==> config.mk <==
export PLATFORM = sky130hd
export DESIGN_NAME = vga_fetch_sched
export DESIGN_NICKNAME = d
export VERILOG_FILES = /design/src/rtl/vga_fetch_sched.sv
export SDC_FILE = /design/constraint.sdc
export NUM_CORES = 1
export LEC_CHECK = 0
export CAP_MARGIN = 15
export CORE_MARGIN = 10
export CORE_UTILIZATION = 45
export DETAILED_ROUTE_END_ITERATION = 8
export HOLD_SLACK_MARGIN = 0.06
export PLACE_DENSITY = 0.69
export RECOVER_POWER = 25
export SYNTH_ARGS = -nofsm -noshare
export SYNTH_HDL_FRONTEND = slang
export SYNTH_SLANG_ARGS = --single-unit
==> constraint.sdc <==
create_clock -name clk -period 2.5 [get_ports clk]
set_clock_uncertainty 0.15 [all_clocks]
set_input_delay 0.25 -clock clk [delete_from_list [all_inputs] [get_ports clk]]
set_output_delay 0.25 -clock clk [all_outputs]
set_load 0.02 [all_outputs]
==> src/rtl/vga_fetch_sched.sv <==
// vga_fetch_sched: VGA line-buffer refill scheduler; define FETCH_PREFETCH_EN to fetch ahead at the buffer low-water mark
module vga_fetch_sched #(
   parameter int BSIZE       = 2,
   parameter int AW          = 18,
   parameter int FRAME_WORDS = 153600,
   parameter int TIMEOUT     = 15
) (
   input  logic               clk,
   input  logic               rst,
   input  logic               en,
   input  logic               frame_start,
   input  logic               clr_err,
   output logic               mem_req,
   output logic [AW-1:0]      mem_addr,
   input  logic               mem_ack,
   input  logic [BSIZE*8-1:0] mem_rdata,
   input  logic               buf_full,
   input  logic               buf_watermark,
   input  logic               need_pixel,
   output logic               buf_load,
   output logic [BSIZE*8-1:0] buf_data,
   output logic               frame_done,
   output logic               underrun,
   output logic               timeout_err,
   output logic               busy
);
   typedef enum logic [2:0] {IDLE, REQ, HOLD, LOAD, WAIT} state_t;
   state_t state, state_nx;
   logic running, hold_valid, acked, timed_out, last, trigger;
   logic [3:0] wait_cnt;
   logic [BSIZE*8-1:0] hold;
`ifdef FETCH_PREFETCH_EN
   assign trigger = buf_watermark || !buf_full;
`else
   logic unused_wm;
   assign unused_wm = buf_watermark;
   assign trigger = !buf_full;
`endif
   always_ff @(posedge clk or negedge rst)
      if (!rst) state <= IDLE;
      else if (en) state <= state_nx;
   always_comb
      state_nx = frame_start     ? REQ :
                 state == REQ    ? (acked ? HOLD : REQ) :
                 state == HOLD   ? (hold_valid && !buf_full ? LOAD : HOLD) :
                 state == LOAD   ? (last ? IDLE : WAIT) :
                 state == WAIT   ? (trigger ? REQ : WAIT) : IDLE;
   // the timeout cycle withdraws the request, so an ack seen then is ignored
   always_comb begin
      timed_out = state == REQ && wait_cnt == 4'(TIMEOUT);
      mem_req   = state == REQ && !timed_out;
      acked     = mem_req && mem_ack;
      buf_load  = state == LOAD;
      last      = mem_addr == AW'(FRAME_WORDS - 1);
      busy      = running;
   end
   always_ff @(posedge clk or negedge rst)
      if (!rst) begin
         running     <= 1'b0;
         mem_addr    <= '0;
         buf_data    <= '0;
         hold        <= '0;
         hold_valid  <= 1'b0;
         wait_cnt    <= '0;
         frame_done  <= 1'b0;
         underrun    <= 1'b0;
         timeout_err <= 1'b0;
      end else if (en) begin
         frame_done  <= 1'b0;
         underrun    <= (need_pixel && !buf_full && running) || (underrun && !clr_err);
         timeout_err <= timed_out || (timeout_err && !clr_err);
         if (frame_start) begin
            running    <= 1'b1;
            mem_addr   <= '0;
            hold_valid <= 1'b0;
            wait_cnt   <= '0;
         end else case (state)
            REQ: if (acked) begin
               hold       <= mem_rdata;
               hold_valid <= 1'b1;
               wait_cnt   <= '0;
            end else wait_cnt <= timed_out ? '0 : wait_cnt + 1'b1;
            HOLD: if (hold_valid && !buf_full) begin
               buf_data   <= hold;
               hold_valid <= 1'b0;
            end
            LOAD: if (last) begin
               mem_addr   <= '0;
               frame_done <= 1'b1;
               running    <= 1'b0;
            end else mem_addr <= mem_addr + 1'b1;
            default: ;
         endcase
      end
endmodule

# After elaboration in Yosys (flattened, before gate mapping)
# Index checks and enable logic that the tools add are counted.
[totals]
ff_bits = 62
latchBits = 0
mem_bits_rw = 0
rom_bits = 0
inputBits = 25
output_inout_bits = 40
word_cells = 70
n_memories = 0
[op_classes]
n_addsub = 2
multipliers = 0
n_div = 0
magnitude_cmp = 0
n_eq_ne = 8
shifts = 0
mux = 26
bitwise_logic = 1
reduce_logical = 23
[op_table]
columns = ["op", "n"]
rows = [
  ["$mux W18", 3],
  ["$mux W3", 7],
  ["$add A18 B1 Y18 const B", 1],
  ["$eq A18 B18 Y1 const B", 1],
  ["$mux W4", 4],
  ["$reduce_and A4 Y1", 3],
  ["$mux W1", 10],
  ["$logic_and A1 B1 Y1", 8],
  ["$eq A3 B2 Y1 const B", 2],
  ["$reduce_bool A2 Y1", 3],
  ["$add A4 B1 Y4 const B", 1],
  ["$eq A4 B4 Y1 const B", 1],
  ["$reduce_and A2 Y1", 2],
  ["$eq A3 B1 Y1 const B", 1],
  ["$eq A3 B3 Y1 const B", 1],
  ["$logic_not A1 Y1", 3],
  ["$ne A3 B2 Y1 const B", 1],
  ["$ne A3 B3 Y1 const B", 1],
  ["$reduce_and A3 Y1", 1],
  ["$reduce_bool A3 Y1", 1],
  ["$logic_or A1 B1 Y1", 2],
  ["$mux W2", 1],
  ["$pmux W1 S2", 1],
  ["$not A1 Y1", 1],
]

# Longest topological paths before layout
# Gate-level depths: netlist (run 1).
[depth]
word_depth = 8
mapped_depth = 6
depth_no_buf = 5

# Worst setup path after synthesis (run 1)
# Ideal clock, no wire load.
[synth_path]
kind = "register to register"
startpoint = "reg mem_addr[0]"
endpoint = "reg mem_addr[16]"
setup_time_ns = 0.143
arrival_ns = 1.749
required_ns = 2.207
path_slack_ns = 0.458
path_stages_with_launch = 7
path_buffers = 1
synth_period_minus_slack_ns = 2.042
cell_sequence = "dfrtp_1 ha_1 and3_1 nand3_1 o21ai_1 buf_2 a22oi_1"
[synth_via]
elab_chain_len = 4
word_cells_on_any_way = 5
cone_classes = "1 x add/sub; 1 x eq/ne; 3 x mux"
[synth_rtl]
columns = ["element", "line", "source"]
rows = [
  ["from (decl)", "14", "output logic [AW-1:0] mem_addr,"],
  ["from (signal assigned)", "91", "end else mem_addr <= mem_addr + 1'b1;"],
  ["$add A18 B1 Y18 or $eq A18 B18 Y1 (tied branches)", "91, 54", ""],
  ["$mux W18 (*)", "87", "LOAD: if (last) begin"],
  ["$mux W18 (*)", "77", "end else case (state)"],
  ["$mux W18 (*)", "72", "if (frame_start) begin"],
]
# Every way passes the cells marked *; elsewhere a longest branch is shown, timed or not. The select of a mux whose other input is x is not followed.
# A chain may end at the register's enable or synchronous reset.

# Final worst setup path (run 1)
[layout_path]
startpoint = "reg state[2]"
endpoint = "out buf_load"
[layout_via]
elab_chain_len = 1
[layout_rtl]
columns = ["element", "line", "source"]
rows = [
  ["from (decl)", "28", "state_t state, state_nx;"],
  ["from (signal assigned)", "41", "else if (en) state <= state_nx;"],
  ["$eq A3 B2 Y1", "53", "buf_load = state == LOAD;"],
  ["to (decl)", "20", "output logic buf_load,"],
]
# No other way between the ends.

==> results of run 1 <==
[final cells by class]
cell class	instances	area share [%]
Clock inverter	7	1.84
Clock buffer	9	3.14
Sequential cell	62	39.4
Inverter	5	0.476
Multi-Input combinational cell	173	33.9
Tap cell	77	2.45
Timing Repair Buffer	77	18.8
[timing repair]
action | CTS | global route
resized for setup | 0 | 1
buffers inserted | 0 | 0
hold endpoints to repair | 15 | 0
hold buffers | 1 | 0
endpoints found under the setup margin | 0 | 1
[worst paths after layout]
kind | depth (start not counted) | slack (ns) | from | end
max | 4 | 0.27 | state[2] | buf_load
min | 1 | 0.33 | buf_data[4] | buf_data[4]
max reg2reg | 6 | 0.39 | mem_addr[0] | mem_addr[14]
min reg2reg | 1 | 0.33 | buf_data[4] | buf_data[4]
max in group asynchronous | 3 | 0.51 | rst | hold[9]
min in group asynchronous | 2 | 0.41 | rst | wait_cnt[0]
[cell families after synthesis]
group / after synthesis / synth area share [%]
AND/OR/NAND/NOR: 67 / 14.0
AO/OA/AOI/OAI: 62 / 14.8
flip-flops: 62 / 52.0
multiplexers: 34 / 12.7
buffers and inverters: 19 / 3.31
XOR/XNOR: 8 / 2.35
adder cells (fa/ha/maj): 2 / 0.838
[stage by stage]
stage	hold WS (ns)	total power [mW]
detailed placement	0.0533	1.83
global placement	0.0460	1.80
CTS	0.232	2.71
global route	0.349	2.81
finish	0.334	2.67
floorplan	-0.196	1.57
[critical path, stage by stage, from the launching register on]
cell             delay, ns
dfrtp_1               0.37
buf_4                 0.17
and2b_1               0.24
and2_1                0.13
clkdlybuf4s50_1       0.59
[power by group]
part | internal, mW | switching [mW] | leakage [nW] | total (mW)
logic | 0.282 | 0.255 | 0.779 | 0.537
registers | 1.16 | 0.0989 | 0.817 | 1.26
clock network | 0.463 | 0.416 | 0.0960 | 0.879
[state kept, by name, summed over array words and instances (netlist names)]
register,cells
buf_data,16
busy,1
frame_done,1
hold,16
hold_valid,1
mem_addr,18
state,3
timeout_err,1
underrun,1
wait_cnt,4
[routing by layer]
| layer | track usage, % | vias to the layer above |
|---|---|---|
| li1 | - | 1107 |
| met1 | 18.4 | 1139 |
| met5 | 0 | - |
| met2 | 22.5 | 58 |
| met3 | 5.92 | 5 |
| met4 | 3.54 | 0 |
[layout by cell type, fill, tap and decap left out, types with 3 or more instances in the layout]
cell	netlist	routed
a211oi_1	4	4
clkbuf_8	0	9
nand4_1	4	4
dfrtp_1	62	62
o2bb2ai_1	4	4
o21ai_0	7	7
a21oi_1	15	15
a31oi_1	3	3
mux2_1	13	13
a22oi_1	8	8
inv_1	4	4
mux2_2	19	19
or4_1	6	6
nand2_1	14	14
clkdlybuf4s50_1	0	61
o31ai_1	6	6
nand3_1	7	7
and3_1	5	5
a22o_1	3	3
buf_4	4	10
nor2_1	11	11
xnor2_1	7	7
==> qor.yml, run 1 <==
die:
  die_area_sq_um: 10300
  core_sq_um: 6390
  num_rows: 29
  start_util_pct: 46.7
  die_w_microns: 101
  die_h_microns: 101
  io_pins: 65
drt:
  ant_nets: 0
  drc: 0
  routedWlPerCell_microns: 17.7
  top_layer: "met4"
  totalWireLength_mm: 7.26
  first_pass_iters: 4
  dr_wl_met2_mm: 3.42
  dr_wl_met3_microns: 504
  vias: 2309
  via_per_inst: 5.63
  wl_met1_mm: 3.29
  drt_iter0_markers: 71
global_route:
  track_usage_pct: 14.5
  grt_max_degree: 33
  antenna_found_initial: 0
  grt_overflow: 0
  grt_pass1_vias: 2351
  grt_pass1_wl_mm: 12.1
synthesis:
  syn_inst: 254
  syn_nets: 281
  synth_cell_type_count: 55
  async_flop_share_pct: 100
  ys.warnings.count: 0
  yosysSeqAreaShare_pct: 52.0
  synth_most_common_cell: "dfrtp_1"
  synth_area_leader_cell: "dfrtp_1"
  synth_ff_type: "dfrtp_1"
  synthesis.area_sq_um: 2990
  synth-edff-count: 0
  netlist_top_cells_area: "dfrtp_1 (52%), mux2_2 (7.2%), mux2_1 (4.9%)"
  synth_top_area_share_pct: 52.0
  synth_seq_cells: 62
  syn_avg_cell_area_sq_um: 11.8
  ys_top_cells_by_count: "dfrtp_1 (62), mux2_2 (19), a21oi_1 (15), nand2_1 (14), mux2_1 (13)"
place:
  post-place-ws_ns: 0.213
  place_hpwl_mm: 5.36
  gp_congestion: 0.869
  numPortBuffers: 63
  dpl.cell_count: 393
  post_dp_cell_area_sq_um: 3740
timing:
  layout_min_cycle_time_ns: 2.23
  setup_viol_count_final: 0
  max_slew_margin_pct: 38.6
  rsz0062_at_grt: "false"
  max_freq_ghz: 0.448
  min_period_over_period_pct: 89.4
  finalHoldViolCount: 0
  tightest_slew_ns: 0.922
  tns_ns: 0
  finalMaxSlewViolations: 0
  layout_setup_ws_ns: 0.266
setup_path:
  cp.arrival_ns: 1.83
  required_ns: 2.10
  endpoint_kind: "primary output"
  worst_setup_path_start_kind: "flip-flop"
  crit_fanout: 8
  worstSetupPathType: "reg2out"
clock_tree:
  cts_tree: "built"
  clk_latency_ns: 0.34
  cts-root-buf: "clkbuf_8"
  cts_made_buffers: 9
  h-tree-depth: 3
  clock-sinks: 62
  clkTransAtPathRegs_ns: 0.07
  clockBufferDepth: 2
layout:
  fin_area_sq_um: 3940
  multi_input_area_sq_um: 1340
  area_delta_synth_final_pct: 31.9
  final_nets: 355
  regArea_sq_um: 1550
  instances_no_fill: 410
  drive_above_1_share_pct: 17.1
  post-route-util_pct: 61.7
  nFillCells: 519
  diodes: 0
power_and_ir_drop:
  peakVddDrop_v: 0.000373
  p_leak_nw: 1.69
  power_density_nw_per_um2: 679
run_status:
  status: "finished clean"
hold_path:
  hold_class: "reg2reg"
flow_run:
  maxCapViolations: 0
(Power assumes the default switching activity.)
==> run 2, diff against run 1 <==
Settings changed: DONT_BUFFER_PORTS set to 1, PLACE_DENSITY 0.69 to 0.57.
Clock period 2.5 ns to 2.32 ns, I/O delays scaled along.
==> qor.yml, run 2 (synthesis results as in run 1) <==
power_and_ir_drop:
  power_switching_mw: 0.832
  power_density_nw_per_um2: 811
  switching_share_pct: 28.5
  internal_power_mw: 2.09
  comb_power_share_pct: 14.7
  peakVddDrop_v: 0.000703
  clkPwrFrac_pct: 37.3
  p_leak_nw: 1.61
  p_seq_share_pct: 48.0
timing:
  layout_min_cycle_time_ns: 2.21
  min_period_over_period_pct: 95.3
  max_freq_ghz: 0.452
  tns_ns: 0
  finalMaxSlewViolations: 63
  finalHoldViolCount: 0
  tightest_slew_ns: 1.55
  whs_ns: 0.0599
  max_slew_margin_pct: -3.43
  rsz0062_at_grt: "false"
  setup_viol_count_final: 0
setup_path:
  cpMaxStageDelayCell: "or3b_2"
  endpoint_kind: "flip-flop"
  crit_fanout: 12
  worst_setup_path_start_kind: "flip-flop"
  path_cells: "or3b_2 > a32oi_1 > o2bb2ai_1 > dlygate4sd3_1"
  cp.arrival_ns: 2.29
  required_ns: 2.40
  worstSetupPathType: "reg2reg"
  cp_slowest_stage_delay_ns: 0.57
drt:
  first_pass_iters: 4
  via_per_inst: 5.86
  ant_nets: 0
  vias: 2192
  totalWireLength_mm: 7.16
  drc: 0
  drt_iter0_markers: 100
  routedWlPerCell_microns: 19.1
place:
  place_hpwl_mm: 4.82
  numPortBuffers: 0
  gp_congestion: 0.768
clock_tree:
  clock-sinks: 62
  cts-root-buf: "clkbuf_8"
  cts_made_buffers: 9
  cts_tree: "built"
  clkTransAtPathRegs_ns: 0.07
  clk_latency_ns: 0.34
  h-tree-depth: 3
  clockBufferDepth: 2
  cts_setup_buffers: 0
die:
  core_sq_um: 6390
  die_area_sq_um: 10300
  die_w_microns: 101
  die_h_microns: 101
  io_pins: 65
  start_util_pct: 46.7
  num_rows: 29
global_route:
  grt_max_degree: 63
  antenna_found_initial: 0
  grt_pass1_wl_mm: 11.7
  grt_overflow: 0
  track_usage_pct: 14.5
  grt_pass1_vias: 2170
run_status:
  status: "finished, violations left"
  violations: "capacitance limit, slew limit"
layout:
  regMostFlops: "mem_addr"
  drive_above_1_share_pct: 20.5
  final_common_cell: "dfrtp_1"
  area_delta_synth_final_pct: 20.6
  final_nets: 319
  nFillCells: 561
  layout_common_cells: "dfrtp_1 (62), dlygate4sd3_1 (24), mux2_2 (19), a21oi_1 (15), buf_4 (15)"
  diodes: 0
  largest_register_ffs: 18
  largest_registers: "mem_addr: 18 flops, buf_data: 16 flops, hold: 16 flops"
hold_path:
  hold_class: "in2reg"
flow_run:
  maxCapViolations: 1
[run 2: worst paths after layout]
check	cells after the start	end	slack, ns	startpoint
max in group asynchronous	2	wait_cnt[3]	0.41	rst
worst min-delay path	3	hold_valid	0.06	en
min in group asynchronous	2	hold[1]	0.69	rst
worst max-delay path	4	wait_cnt[1]	0.11	state[1]
worst min register to register	1	buf_data[1]	0.34	hold[1]
worst max register to register	4	wait_cnt[1]	0.11	state[1]
[run 2: worst max-delay path: cells and delay by family (launching register included)]
kind / cells / cell delay [ns]
and+or+nand+nor: 1 / 0.57
buffers and inverters: 1 / 0.56
DFF: 1 / 0.52
AOI/OAI and AO/OA: 2 / 0.29
[run 2: routing by layer]
layer | global-route usage, % | vias up | part of all wire, %
met1 | 17.8 | 1089 | 43
met3 | 5.17 | 8 | 6.7
li1 | - | 1038 | -
met4 | 5.57 | 0 | 1.3
met2 | 22.9 | 57 | 49
met5 | 0 | - | 0
[run 2: power groups by stage]
stage | sequential (mW) | combinational, mW | clock, mW
global placement | 1.42 | 0.360 | 0
global route | 1.43 | 0.475 | 1.17
detailed placement | 1.42 | 0.368 | 0
CTS | 1.40 | 0.443 | 1.13
finish | 1.40 | 0.429 | 1.09
floorplan | 1.41 | 0.280 | 0
[run 2: layout make-up]
type / count / area, sq um / area share [%]
sequential: 62 / 1550 / 43.1
inverter: 5 / 18.8 / 0.521
timing repair buffer: 41 / 370 / 10.3
multi-input combinational: 173 / 1340 / 37.1
clock inverter: 7 / 104 / 2.88
clock buffer: 9 / 124 / 3.44
tap: 77 / 96.3 / 2.68
[run 2: what timing repair did]
item | 4_1_cts | 5_1_grt
endpoints found under the setup margin | 0 | 5
hold endpoints to repair | 92 | 0
resized for setup | 0 | 1
hold buffers | 26 | 0
[run 2: metrics by stage]
step	power, mW	cell area [sq um]	setup WS, ns	instances	utilization, %
after floorplan	1.69	2990	0.278	254	-
after global placement	1.78	3110	0.311	332	48.8
after detailed placement	1.79	3110	0.294	332	48.8
after CTS	2.97	3620	0.0307	374	56.7
after global routing	3.07	3600	0.0293	374	56.4
final	2.92	3600	0.110	374	56.4
==> run 3, diff against run 2 <==
--- a/config.mk
+++ b/config.mk
@@ -7,10 +7,12 @@
 export LEC_CHECK = 0
 export CAP_MARGIN = 15
+export CELL_PAD_IN_SITES_DETAIL_PLACEMENT = 1
+export CELL_PAD_IN_SITES_GLOBAL_PLACEMENT = 2
 export CORE_MARGIN = 10
-export CORE_UTILIZATION = 45
+export CORE_UTILIZATION = 44
 export DETAILED_ROUTE_END_ITERATION = 8
 export DONT_BUFFER_PORTS = 1
 export HOLD_SLACK_MARGIN = 0.06
-export PLACE_DENSITY = 0.57
+export PLACE_DENSITY = 0.81
 export RECOVER_POWER = 25
 export SYNTH_ARGS = -nofsm -noshare
==> constraint.sdc (replaced) <==
create_clock -name clk -period 2.6 [get_ports clk]
set_clock_uncertainty 0.15 [all_clocks]
set_input_delay 0.26 -clock clk [delete_from_list [all_inputs] [get_ports clk]]
set_output_delay 0.26 -clock clk [all_outputs]
set_load 0.05 [all_outputs]
==> qor.yml, run 3 (synthesis results as in run 1) <==
run_status:
  status: "finished, violations left"
  violations: "capacitance limit, slew limit"
drt:
  wl_met1_mm: 3.34
  totalWireLength_mm: 8.45
  via_per_inst: 6.02
  routedWlPerCell_microns: 22.2
  first_pass_iters: 4
  drc: 0
  dr_wl_met3_microns: 567
  vias: 2288
  dr_wl_met2_mm: 4.41
  drt_iter0_markers: 97
  top_layer: "met4"
  ant_nets: 0
setup_path:
  path_cells: "dlygate4sd3_1 > nand2_1 > a21o_1 > or4_1 > a22oi_1"
  cp_top_family: "simple AND/OR/NAND/NOR gates"
  cpMaxStageDelayCell: "dlygate4sd3_1"
  worst_setup_path_start_kind: "input pin"
  cp_slowest_stage_delay_ns: 0.83
  worstSetupPathType: "in2reg"
  cp.arrival_ns: 2.46
  crit_buf_inv: 1
  required_ns: 2.71
  endpoint_kind: "flip-flop"
  crit_fanout: 11
timing:
  tightest_slew_ns: 1.51
  tns_ns: 0
  rsz0062_at_grt: "false"
  setup_viol_count_final: 0
  min_period_over_period_pct: 90.3
  layout_setup_ws_ns: 0.252
  max_slew_margin_pct: -0.865
  finalHoldViolCount: 0
  max_freq_ghz: 0.426
  layout_min_cycle_time_ns: 2.35
  finalMaxSlewViolations: 63
hold_path:
  hold_class: "in2reg"
layout:
  regArea_sq_um: 1550
  regMostFlops: "mem_addr"
  diodes: 0
  layout_common_cells: "dfrtp_1 (62), dlygate4sd3_1 (24), buf_4 (22), mux2_2 (19), a21oi_1 (15)"
  largest_registers: "mem_addr: 18 flops, buf_data: 16 flops, hold: 16 flops"
  nFillCells: 695
  final_common_cell: "dfrtp_1"
  fin_area_sq_um: 3640
  drive_above_1_share_pct: 22.4
  largest_register_ffs: 18
  final_nets: 325
  multi_input_area_sq_um: 1340
  area_delta_synth_final_pct: 21.9
die:
  core_sq_um: 6460
  die_area_sq_um: 10500
  die_w_microns: 102
  start_util_pct: 46.2
  die_h_microns: 102
  io_pins: 65
  num_rows: 29
flow_run:
  maxCapViolations: 1
power_and_ir_drop:
  peakVddDrop_v: 0.000285
  finalPower_mw: 2.76
  power_density_nw_per_um2: 759
  p_leak_nw: 1.63
place:
  gp_congestion: 0.815
  place_hpwl_mm: 5.44
  post_dp_cell_area_sq_um: 3170
  numPortBuffers: 0
  post-place-ws_ns: 0.438
clock_tree:
  clock-sinks: 62
  clockBufferDepth: 2
  cts_made_buffers: 9
  cts_tree: "built"
  h-tree-depth: 3
  cts-root-buf: "clkbuf_8"
  cts_setup_buffers: 0
  cts_resized: 0
  clkTransAtPathRegs_ns: 0.07
  postCtsHoldBufs: 25
  clk_latency_ns: 0.35
global_route:
  grt_overflow: 0
  track_usage_pct: 16.9
  antenna_found_initial: 0
  grt_max_degree: 63
  grt_pass1_wl_mm: 13.6
  grt_pass1_vias: 2535
-- run 3: cell types whose count changed in the layout (fill, tap and decap cells not counted), sizes merged --
| cell | before | now |
|---|---|---|
| buf | 15 | 22 |
| dlymetal6s4s | 1 | 0 |
-- run 3: area by class of cell --
| cell class | count | area share (%) |
|---|---|---|
| Clock buffer | 9 | 3.40 |
| Clock inverter | 7 | 2.85 |
| Inverter | 5 | 0.516 |
| Multi-Input combinational cell | 173 | 36.7 |
| Timing Repair Buffer | 47 | 11.3 |
| Tap cell | 77 | 2.65 |
| Sequential cell | 62 | 42.6 |
-- run 3: per-stage QoR --
| stage | hold WS [ns] | utilization (%) | cells |
|---|---|---|---|
| final | 0.0791 | 56.4 | 380 |
| after global routing | 0.0713 | 56.4 | 380 |
| after CTS | 0.0664 | 56.7 | 380 |
| after detailed placement | -0.182 | 49.0 | 339 |
| after global placement | -0.182 | 49.0 | 339 |
| after floorplan | -0.186 | - | 254 |
-- run 3: worst paths after layout --
kind / start / end / slack (ns) / cells after the start
worst max-delay path: frame_start / mem_addr[17] / 0.25 / 5
worst min-delay path: mem_ack / state[0] / 0.08 / 3
worst max register to register: state[1] / mem_addr[17] / 0.44 / 4
worst min register to register: hold[15] / buf_data[15] / 0.33 / 1
max in group asynchronous: rst / wait_cnt[0] / 0.69 / 2
min in group asynchronous: rst / hold[0] / 0.69 / 2
-- run 3: worst min-delay path: cells and delay by family --
kind | cells | cell delay (ns)
AO/OA/AOI/OAI | 3 | 0.27
-- run 3: metal layers --
| metal | GRT usage, % | up-vias |
|---|---|---|
| met5 | 0 | - |
| met4 | 4.88 | 0 |
| met3 | 6.14 | 11 |
| met2 | 29.9 | 52 |
| met1 | 18.6 | 1177 |
| li1 | - | 1048 |
-- run 3: power by group --
| part | switching [mW] | total, mW | internal, mW |
|---|---|---|---|
| Combinational | 0.254 | 0.452 | 0.198 |
| Clock | 0.431 | 0.984 | 0.553 |
| Sequential | 0.214 | 1.33 | 1.11 |
